### src/rtl/sig_monitor_ser.sv
// Multi-channel change monitor: latches the latest value per channel and serializes pending
// updates onto one valid/ready stream with round-robin arbitration and saturating drop count.
module sig_monitor_ser #(
    parameter int unsigned NUM_CH = 6,
    parameter int unsigned DW     = 32,
    parameter int unsigned CW     = $clog2(NUM_CH)
) (
    input  logic                 clk,
    input  logic                 rst,
    input  logic [NUM_CH*DW-1:0] ch_data,
    input  logic [NUM_CH-1:0]    ch_en,
    output logic                 out_valid,
    input  logic                 out_ready,
    output logic [DW-1:0]        out_data,
    output logic [CW-1:0]        out_ch,
    output logic [15:0]          drop_cnt
);

    logic [DW-1:0]     prev_q [NUM_CH];
    logic [DW-1:0]     val_q  [NUM_CH];
    logic [NUM_CH-1:0] pending_q, pending_d;
    logic              out_valid_q;
    logic [DW-1:0]     out_data_q;
    logic [CW-1:0]     out_ch_q;
    logic [CW-1:0]     last_q;
    logic [15:0]       drop_cnt_q, drop_cnt_d;

    logic [NUM_CH-1:0] chg;
    logic              load;
    logic              gnt_vld;
    logic [CW-1:0]     gnt_idx;
    logic [DW-1:0]     gnt_val;
    logic [16:0]       drop_sum;
    int unsigned       ndrop;

    always_comb begin
        for (int i = 0; i < NUM_CH; i++) begin
            chg[i] = ch_en[i] && (ch_data[i*DW +: DW] != prev_q[i]);
        end
    end

    assign load = !out_valid_q || out_ready;

    // Scan downward so the last hit is the nearest pending channel after last_q.
    always_comb begin
        gnt_vld = 1'b0;
        gnt_idx = '0;
        gnt_val = '0;
        for (int k = NUM_CH; k >= 1; k--) begin
            int unsigned idx;
            idx = (int'(last_q) + k) % NUM_CH;
            if (load && pending_q[idx]) begin
                gnt_vld = 1'b1;
                gnt_idx = CW'(idx);
                gnt_val = val_q[idx];
            end
        end
    end

    // A change on the channel being granted keeps it pending and is not a drop.
    always_comb begin
        pending_d = pending_q;
        ndrop     = 0;
        for (int i = 0; i < NUM_CH; i++) begin
            if (gnt_vld && (gnt_idx == CW'(i))) begin
                pending_d[i] = 1'b0;
            end else if (chg[i] && pending_q[i]) begin
                ndrop = ndrop + 1;
            end
            if (chg[i]) begin
                pending_d[i] = 1'b1;
            end
        end
        drop_sum   = 17'(drop_cnt_q) + 17'(ndrop);
        drop_cnt_d = drop_sum[16] ? 16'hFFFF : drop_sum[15:0];
    end

    always_ff @(posedge clk) begin
        if (rst) begin
            for (int i = 0; i < NUM_CH; i++) begin
                prev_q[i] <= '0;
                val_q[i]  <= '0;
            end
            pending_q   <= '0;
            out_valid_q <= 1'b0;
            out_data_q  <= '0;
            out_ch_q    <= '0;
            last_q      <= CW'(NUM_CH - 1);
            drop_cnt_q  <= '0;
        end else begin
            for (int i = 0; i < NUM_CH; i++) begin
                prev_q[i] <= ch_data[i*DW +: DW];
                if (chg[i]) begin
                    val_q[i] <= ch_data[i*DW +: DW];
                end
            end
            pending_q  <= pending_d;
            drop_cnt_q <= drop_cnt_d;
            if (load) begin
                if (gnt_vld) begin
                    out_valid_q <= 1'b1;
                    out_data_q  <= gnt_val;
                    out_ch_q    <= gnt_idx;
                    last_q      <= gnt_idx;
                end else begin
                    out_valid_q <= 1'b0;
                end
            end
        end
    end

    assign out_valid = out_valid_q;
    assign out_data  = out_data_q;
    assign out_ch    = out_ch_q;
    assign drop_cnt  = drop_cnt_q;

endmodule
### config.mk
export PLATFORM = sky130hd
export DESIGN_NAME = sig_monitor_ser
export DESIGN_NICKNAME = d
export VERILOG_FILES = /design/src/rtl/sig_monitor_ser.sv
export SDC_FILE = /design/constraint.sdc
export NUM_CORES = 1
export LEC_CHECK = 0
export ABC_AREA = 0
export ABC_CLOCK_PERIOD_IN_PS = 26800
export BUFFER_PORTS_ARGS = -buffer_cell sky130_fd_sc_hd__clkbuf_2
export CAP_MARGIN = 30
export CORE_AREA = 8 8 262 264
export CTS_CLUSTER_DIAMETER = 80
export DETAILED_ROUTE_END_ITERATION = 10
export DIE_AREA = 0 0 270 272
export GPL_TIMING_DRIVEN = 0
export PLACE_DENSITY = 0.56
export SYNTH_ARGS = -nofsm -noshare
export SYNTH_HDL_FRONTEND = slang
export SYNTH_SLANG_ARGS = --single-unit
### constraint.sdc
create_clock -name clk -period 26.8 [get_ports clk]
set_clock_uncertainty 0.1 [all_clocks]
set_input_delay 2.68 -clock clk [delete_from_list [all_inputs] [get_ports clk]]
set_output_delay 2.68 -clock clk [all_outputs]
set_load 0.1 [all_outputs]
## Word level (Yosys, flattened, before mapping)

Memory sizes are Yosys's and may differ from the RTL's.
Cells that the tools add are included.

- Memories: 2
- Bits of input ports: 201
- Word-level logic and storage cells: 183
- Flip-flop bits (word level): 61
- Output and inout port bits: 52
- Memory bits (writable): 384

Memories:

| memory | depth | bits a word | read ports | clocked after memory_dff | wr ports | line | text |
|---|---|---|---|---|---|---|---|
| prev_q | 6 | 32 | 6 | 0 | 6 | 19 | `logic [DW-1:0] prev_q [NUM_CH];` |
| val_q | 6 | 32 | 6 | 0 | 6 | 20 | `logic [DW-1:0] val_q [NUM_CH];` |

- Equal/unequal tests: 11
- Mux-type cells: 89
- Bitwise logic cells: 12
- Reduce and logical (&&, ||, !) cells: 34
- Div/mod/pow operators: 6
- Magnitude comparators: 6
- $add $sub $neg: 12

Operators with widths:

| cell | count |
|---|---|
| $mux W32 | 18 |
| $lt A32 B4 Y1 const B | 6 |
| $mod A32 B3 Y32 const B | 6 |
| $ne A32 B32 Y1 | 6 |
| $mux W17 | 10 |
| $add A17 B1 Y17 const B | 4 |
| $mux W1 | 48 |
| $logic_and A1 B1 Y1 | 24 |
| $bmux W1 S3 | 6 |
| $mux W3 | 6 |
| $add A16 B17 Y17 | 1 |
| $mux W16 | 1 |
| $add A3 B3 Y4 const B | 3 |
| $or A1 B1 Y1 | 12 |
| $reduce_bool A2 Y1 | 6 |
| $add A3 B2 Y4 const B | 2 |
| $eq A3 B2 Y1 const B | 2 |
| $eq A3 B3 Y1 const B | 2 |
| $add A3 B1 Y4 const B | 1 |
| $eq A3 B1 Y1 const B | 1 |
| $logic_not A3 Y1 | 1 |
| $add A1 B1 Y2 const B | 1 |
| $reduce_and A2 Y1 | 1 |
| $logic_not A1 Y1 | 1 |
| $logic_or A1 B1 Y1 | 1 |

## Logic depth before layout (Yosys ltp)

- Depth in word-level cells: 31
- Depth in mapped cells: 41
- Gate-level depth less buffers: 38

## Worst setup path after synthesis

Ideal clock, no wire load.

- Path type: input-to-reg
- Start point: input port out_ready
- End point: register drop_cnt_q[15] (netlist: drop_cnt[15])
- Arrival: 9.370 ns
- Cell stages on the path: 34
- Path slack: 17.263 ns
- Buffers on the path: 4
- Library setup time: 0.067 ns
- Required time: 26.633 ns
- Path through: nand2b_1 > clkbuf_1 > o41ai_1 > a211oi_1 > o221ai_1 > clkbuf_1 > buf_1 > and4_1 > clkbuf_1 > o41ai_1 > nor2_1 > ha_1 > mux2_4 > ha_1 > inv_1 > mux2i_1 > ha_1 > mux2_2 > ha_1 > mux2_2 > ha_1 > mux2_2 > ha_1 > a21o_1 > a21oi_1 > o21bai_1 > a21oi_1 > nor2b_1 > o21ai_0 > nor2_1 > and3_1 > nand3_1 > o21ai_0 > nor2_1

- Word-level cells in the longest chain between the ends: 28
- Elaborated cells between the ends (all ways): 49
- Those cells by class: add/sub (6); eq/ne (5); mux (24); reduce/logical (14)

RTL lines:

| element | line | text |
|---|---|---|
| start: declaration | 13 | `input logic out_ready,` |
| $logic_or A1 B1 Y1 * | 42 | `assign load = !out_valid_q \|\| out_ready;` |
| $logic_and A1 B1 Y1 | 52 | `if (load && pending_q[idx]) begin` |
| $mux W3 (6 in series) | 52 |  |
| $logic_not A3 Y1 | 65 | `if (gnt_vld && (gnt_idx == CW'(i))) begin` |
| $logic_and A1 B1 Y1 | 65 |  |
| $mux W1 | 65 |  |
| $add A1 B1 Y2 | 68 | `ndrop = ndrop + 1;` |
| $mux W17 | 67 | `end else if (chg[i] && pending_q[i]) begin` |
| [... 7 more ...] | - |  |
| $add A17 B1 Y17 | 68 |  |
| $mux W17 | 67 |  |
| $mux W17 | 65 |  |
| $add A17 B1 Y17 | 68 |  |
| $mux W17 | 67 |  |
| $mux W17 * | 65 |  |
| $add A16 B17 Y17 * | 74 | `drop_sum = 17'(drop_cnt_q) + 17'(ndrop);` |
| $mux W16 * | 75 | `drop_cnt_d = drop_sum[16] ? 16'hFFFF : drop_sum[15:0];` |
| end signal: assignment | 98 | `drop_cnt_q <= drop_cnt_d;` |
| end: declaration | 26 | `logic [15:0] drop_cnt_q, drop_cnt_d;` |

Mark *: on every way between the ends. The rest lies on a longest branch, timed or not.
A chain may end at the register's enable or synchronous reset.

## Final worst setup path

- Start point: register last_q[0]
- End point: register drop_cnt_q[3] (netlist: drop_cnt[3])

- Word-level cells in the longest chain between the ends: 31
- Elaborated cells between the ends (all ways): 72
- Those cells by class: add/sub (12); div (6); eq/ne (5); mux (36); reduce/logical (13)

RTL lines:

| element | line | text |
|---|---|---|
| start: declaration | 25 | `logic [CW-1:0] last_q;` |
| start signal: assignment | 88 | `last_q <= CW'(NUM_CH - 1);` |
| start signal: assignment | 104 | `last_q <= gnt_idx;` |
| $add A3 B3 Y4 | 51 | `idx = (int'(last_q) + k) % NUM_CH;` |
| $mod A32 B3 Y32 | 51 |  |
| $bmux W1 S3 | 52 |  |
| $mux W1 (implied by the code) | 52 |  |
| $logic_and A1 B1 Y1 | 52 |  |
| $mux W3 (6 in series) | 52 |  |
| $logic_not A3 Y1 | 65 |  |
| $logic_and A1 B1 Y1 | 65 |  |
| [... 10 more ...] | - |  |
| $add A17 B1 Y17 | 68 |  |
| $mux W17 | 67 |  |
| $mux W17 | 65 |  |
| $add A17 B1 Y17 | 68 |  |
| $mux W17 | 67 |  |
| $mux W17 * | 65 |  |
| $add A16 B17 Y17 * | 74 |  |
| $mux W16 * | 75 |  |

Mark *: on every way between the ends. The rest lies on a longest branch, timed or not. The select of a mux whose other input is x is not followed.

==> flow_summary.json <==
{
  "status": "complete, no violations",
  "synth_seq_cells": 444,
  "async_flop_share_pct": 0,
  "drt-met1-wl_mm": 42.55,
  "cpMaxStageDelayCell": "o221ai_1",
  "final_common_cell": "dfxtp_1",
  "power_frac_seq_pct": 21.0,
  "die_width_um": 270,
  "wl_mm": 96.60,
  "cts_inserted_buffers": 49,
  "synthSimpleGateAreaFrac_pct": 16.86,
  "intPower_w": 0.002073,
  "wl_met2_mm": 43.57,
  "worstHoldStart": "out_data[7]",
  "grt_pass1_vias": 20890,
  "crit_path_end_kind": "flip-flop",
  "setup_tns_ns": 0,
  "ir_worst_vdd_uv": 83.50,
  "synth_top_family_by_area": "multiplexers",
  "io_buffers": 251,
  "power_leakage_nw": 12.18,
  "initial_core_util_pct": 40.33,
  "grt_max_degree": 33,
  "synth_edf_count": 192,
  "ys.flop_type": "dfxtp_1",
  "die_h_um": 272,
  "worstPathMaxFanout": 10,
  "timing.rr.start": "last_q[0]",
  "fin_crit_sh_pct": 41.16,
  "drive_gt1_share_pct": 22.31,
  "syn_avg_cell_area_um2": 10.48,
  "dieArea_um2": 73440,
  "vias": 20680,
  "cts.sinks": 444,
  "dr_wl_met3_mm": 6.216,
  "drc": 0,
  "synth_xor_area_share_pct": 7.358,
  "hold_viol": 0,
  "wl_per_cell_um": 25.98,
  "cpMostUsedCell": "ha_1",
  "hold_class": "reg -> reg",
  "tightest_slew_ns": 1.075,
  "cts.clk_slew.worst_paths_ns": 0.06,
  "cts_tree": "done",
  "slowest_delay_ns": 0.63,
  "synthAdderAreaFrac_pct": 1.273,
  "coreArea_um2": 64800,
  "switchingPower_w": 0.001947,
  "layout_common_cells": "252 x dfxtp_1, 251 x clkbuf_2, 226 x nor2b_1",
  "crit_required_ns": 27.16,
  "syn_area_um2": 26140,
  "rows": 94,
  "dpl_worst_slack_ns": 15.51,
  "nets": 3037,
  "grt_usage_pct": 25.24,
  "drv_cap": 0,
  "grt_pass1_wl_mm": 139.9,
  "htreeDepth": 2,
  "rsz0062_at_grt": "no",
  "yosysSeqAreaShare_pct": 41.36,
  "syn-num-nets": 2720,
  "max_freq_ghz": 0.09066,
  "antenna_found_initial": 5,
  "swShare_pct": 48.43,
  "initialDrtViolationCount": 1722,
  "worstPathArrival_ns": 11.39,
  "cts_resized": 0,
  "cts.path.max_buffers": 3,
  "pwr-share-comb_pct": 61.1,
  "slew_headroom_pct": 28.31,
  "root_buffer": "clkbuf_16",
  "synth_mux_area_share_pct": 19.24,
  "drtPass1Iterations": 5,
  "crit_start": "last_q[0]",
  "hpwl_mm": 79.16,
  "maxSlewViolCount": 0,
  "holdBufCountCts": 0,
  "crit_type": "reg -> reg",
  "p_per_area_nw_per_um2": 132.2,
  "grt_overflow_total": 0,
  "gp_congestion": 0.9587,
  "route.top_layer_used": "met5",
  "clkPwrFrac_pct": 17.9,
  "netlist_instances": 2493,
  "finalCriticalPeriod_ns": 11.03,
  "postRouteAntennaNets": 0,
  "clk_latency_ns": 0.60,
  "setup_viol": 0,
  "vias_per_cell": 5.563,
  "ys_warn_count": 0,
  "cts_setup_buffers": 0,
  "num_io_pins": 253,
  "area_growth_pct": 16.32,
  "synth-compound-area-share_pct": 10.81,
  "ys_types": 75,
  "startpoint_type": "flip-flop",
  "setup_ws_ns": 15.77
}
## sequential cells by signal, indices dropped and copies added (netlist names)
register and cells:
prev_q 192, val_q 192, out_data 32, drop_cnt 16
pending_q 6, out_ch 3, last_q 2, out_valid 1
## power groups by stage
stage | clock (W) | combinational [W] | sequential (W)
finish | 0.000719 | 0.00246 | 0.000846
global route | 0.000758 | 0.00262 | 0.000851
CTS | 0.000734 | 0.00242 | 0.000844
detailed placement | 0 | 0.00241 | 0.000858
global placement | 0 | 0.00237 | 0.000855
floorplan | 0 | 0.00155 | 0.000985
## per-layer routing
layer,up-vias,GRT usage (%)
met1,10040,33.76
met3,162,4.516
met5,-,0
met2,806,40.31
met4,6,10.18
li1,9669,-
## layout make-up
| class | count | area (µm²) |
|---|---|---|
| plain buffers | 185 | 713.2 |
| fillers | 6070 | 34400 |
| clock buffers | 60 | 1319 |
| flip-flops and latches | 444 | 10810 |
| diodes | 3 | 7.507 |
| well taps | 864 | 1081 |
| clock inverters | 32 | 409.1 |
| inverters | 25 | 93.84 |
| repair buffers | 266 | 1441 |
| multi-input cells | 1839 | 14530 |
## worst max-delay path, delay by kind of cell, from the launching register on
kind / cells / cell delay (ns)
fa+ha+maj: 7 / 2.19
mux: 5 / 1.37
compound gates: 7 / 1.66
simple gates: 7 / 1.41
buf+inv: 11 / 3.75
flops: 1 / 0.39
## through the flow
stage / util [%] / power (W) / hold slack, ns / cell area (µm²) / instances
after floorplan: - / 0.002540 / 0.3792 / 26140 / 2493
after global placement: 43.94 / 0.003227 / 0.3453 / 28470 / 3608
after detailed placement: 44.21 / 0.003267 / 0.3445 / 28650 / 3622
after CTS: 46.88 / 0.003996 / 0.3508 / 30380 / 3714
after global routing: 46.90 / 0.004233 / 0.3815 / 30390 / 3715
final: 46.91 / 0.004021 / 0.3555 / 30400 / 3718
## path summary, 6_finish.rpt
check	endpoint	slack [ns]	depth (start not counted)
worst min register to register	out_data[7]	0.36	2
worst max-delay path	drop_cnt[3]	15.77	37
worst min-delay path	out_data[7]	0.36	2
worst max register to register	drop_cnt[3]	15.77	37
## cells in the mapped netlist (92+ instances only)
| cell | number | area share, % |
|---|---|---|
| nor2b_1 | 226 | 5.4 |
| nor2_1 | 106 | 1.5 |
| xor2_1 | 197 | 6.6 |
| and2_1 | 195 | 4.7 |
| clkbuf_1 | 155 | 2.2 |
| mux4_2 | 92 | 7.9 |
| edfxtp_1 | 192 | 22 |
| a21oi_1 | 131 | 2.5 |
| nand2_1 | 153 | 2.2 |
| dfxtp_1 | 252 | 19 |
| a211oi_1 | 107 | 3.1 |
| mux2_2 | 167 | 7.2 |
| mux2i_1 | 106 | 4.1 |
## logic make-up (layout without fill, tap and decap cells)
family / after synthesis / in the layout
xor+xnor: 214 / 214
compound gates: 427 / 427
simple gates: 805 / 805
flops: 444 / 444
fa+ha+maj: 26 / 26
mux: 366 / 366
other cells: 1 / 4
buf+inv: 210 / 568
Power figures use the tool's default switching activity.
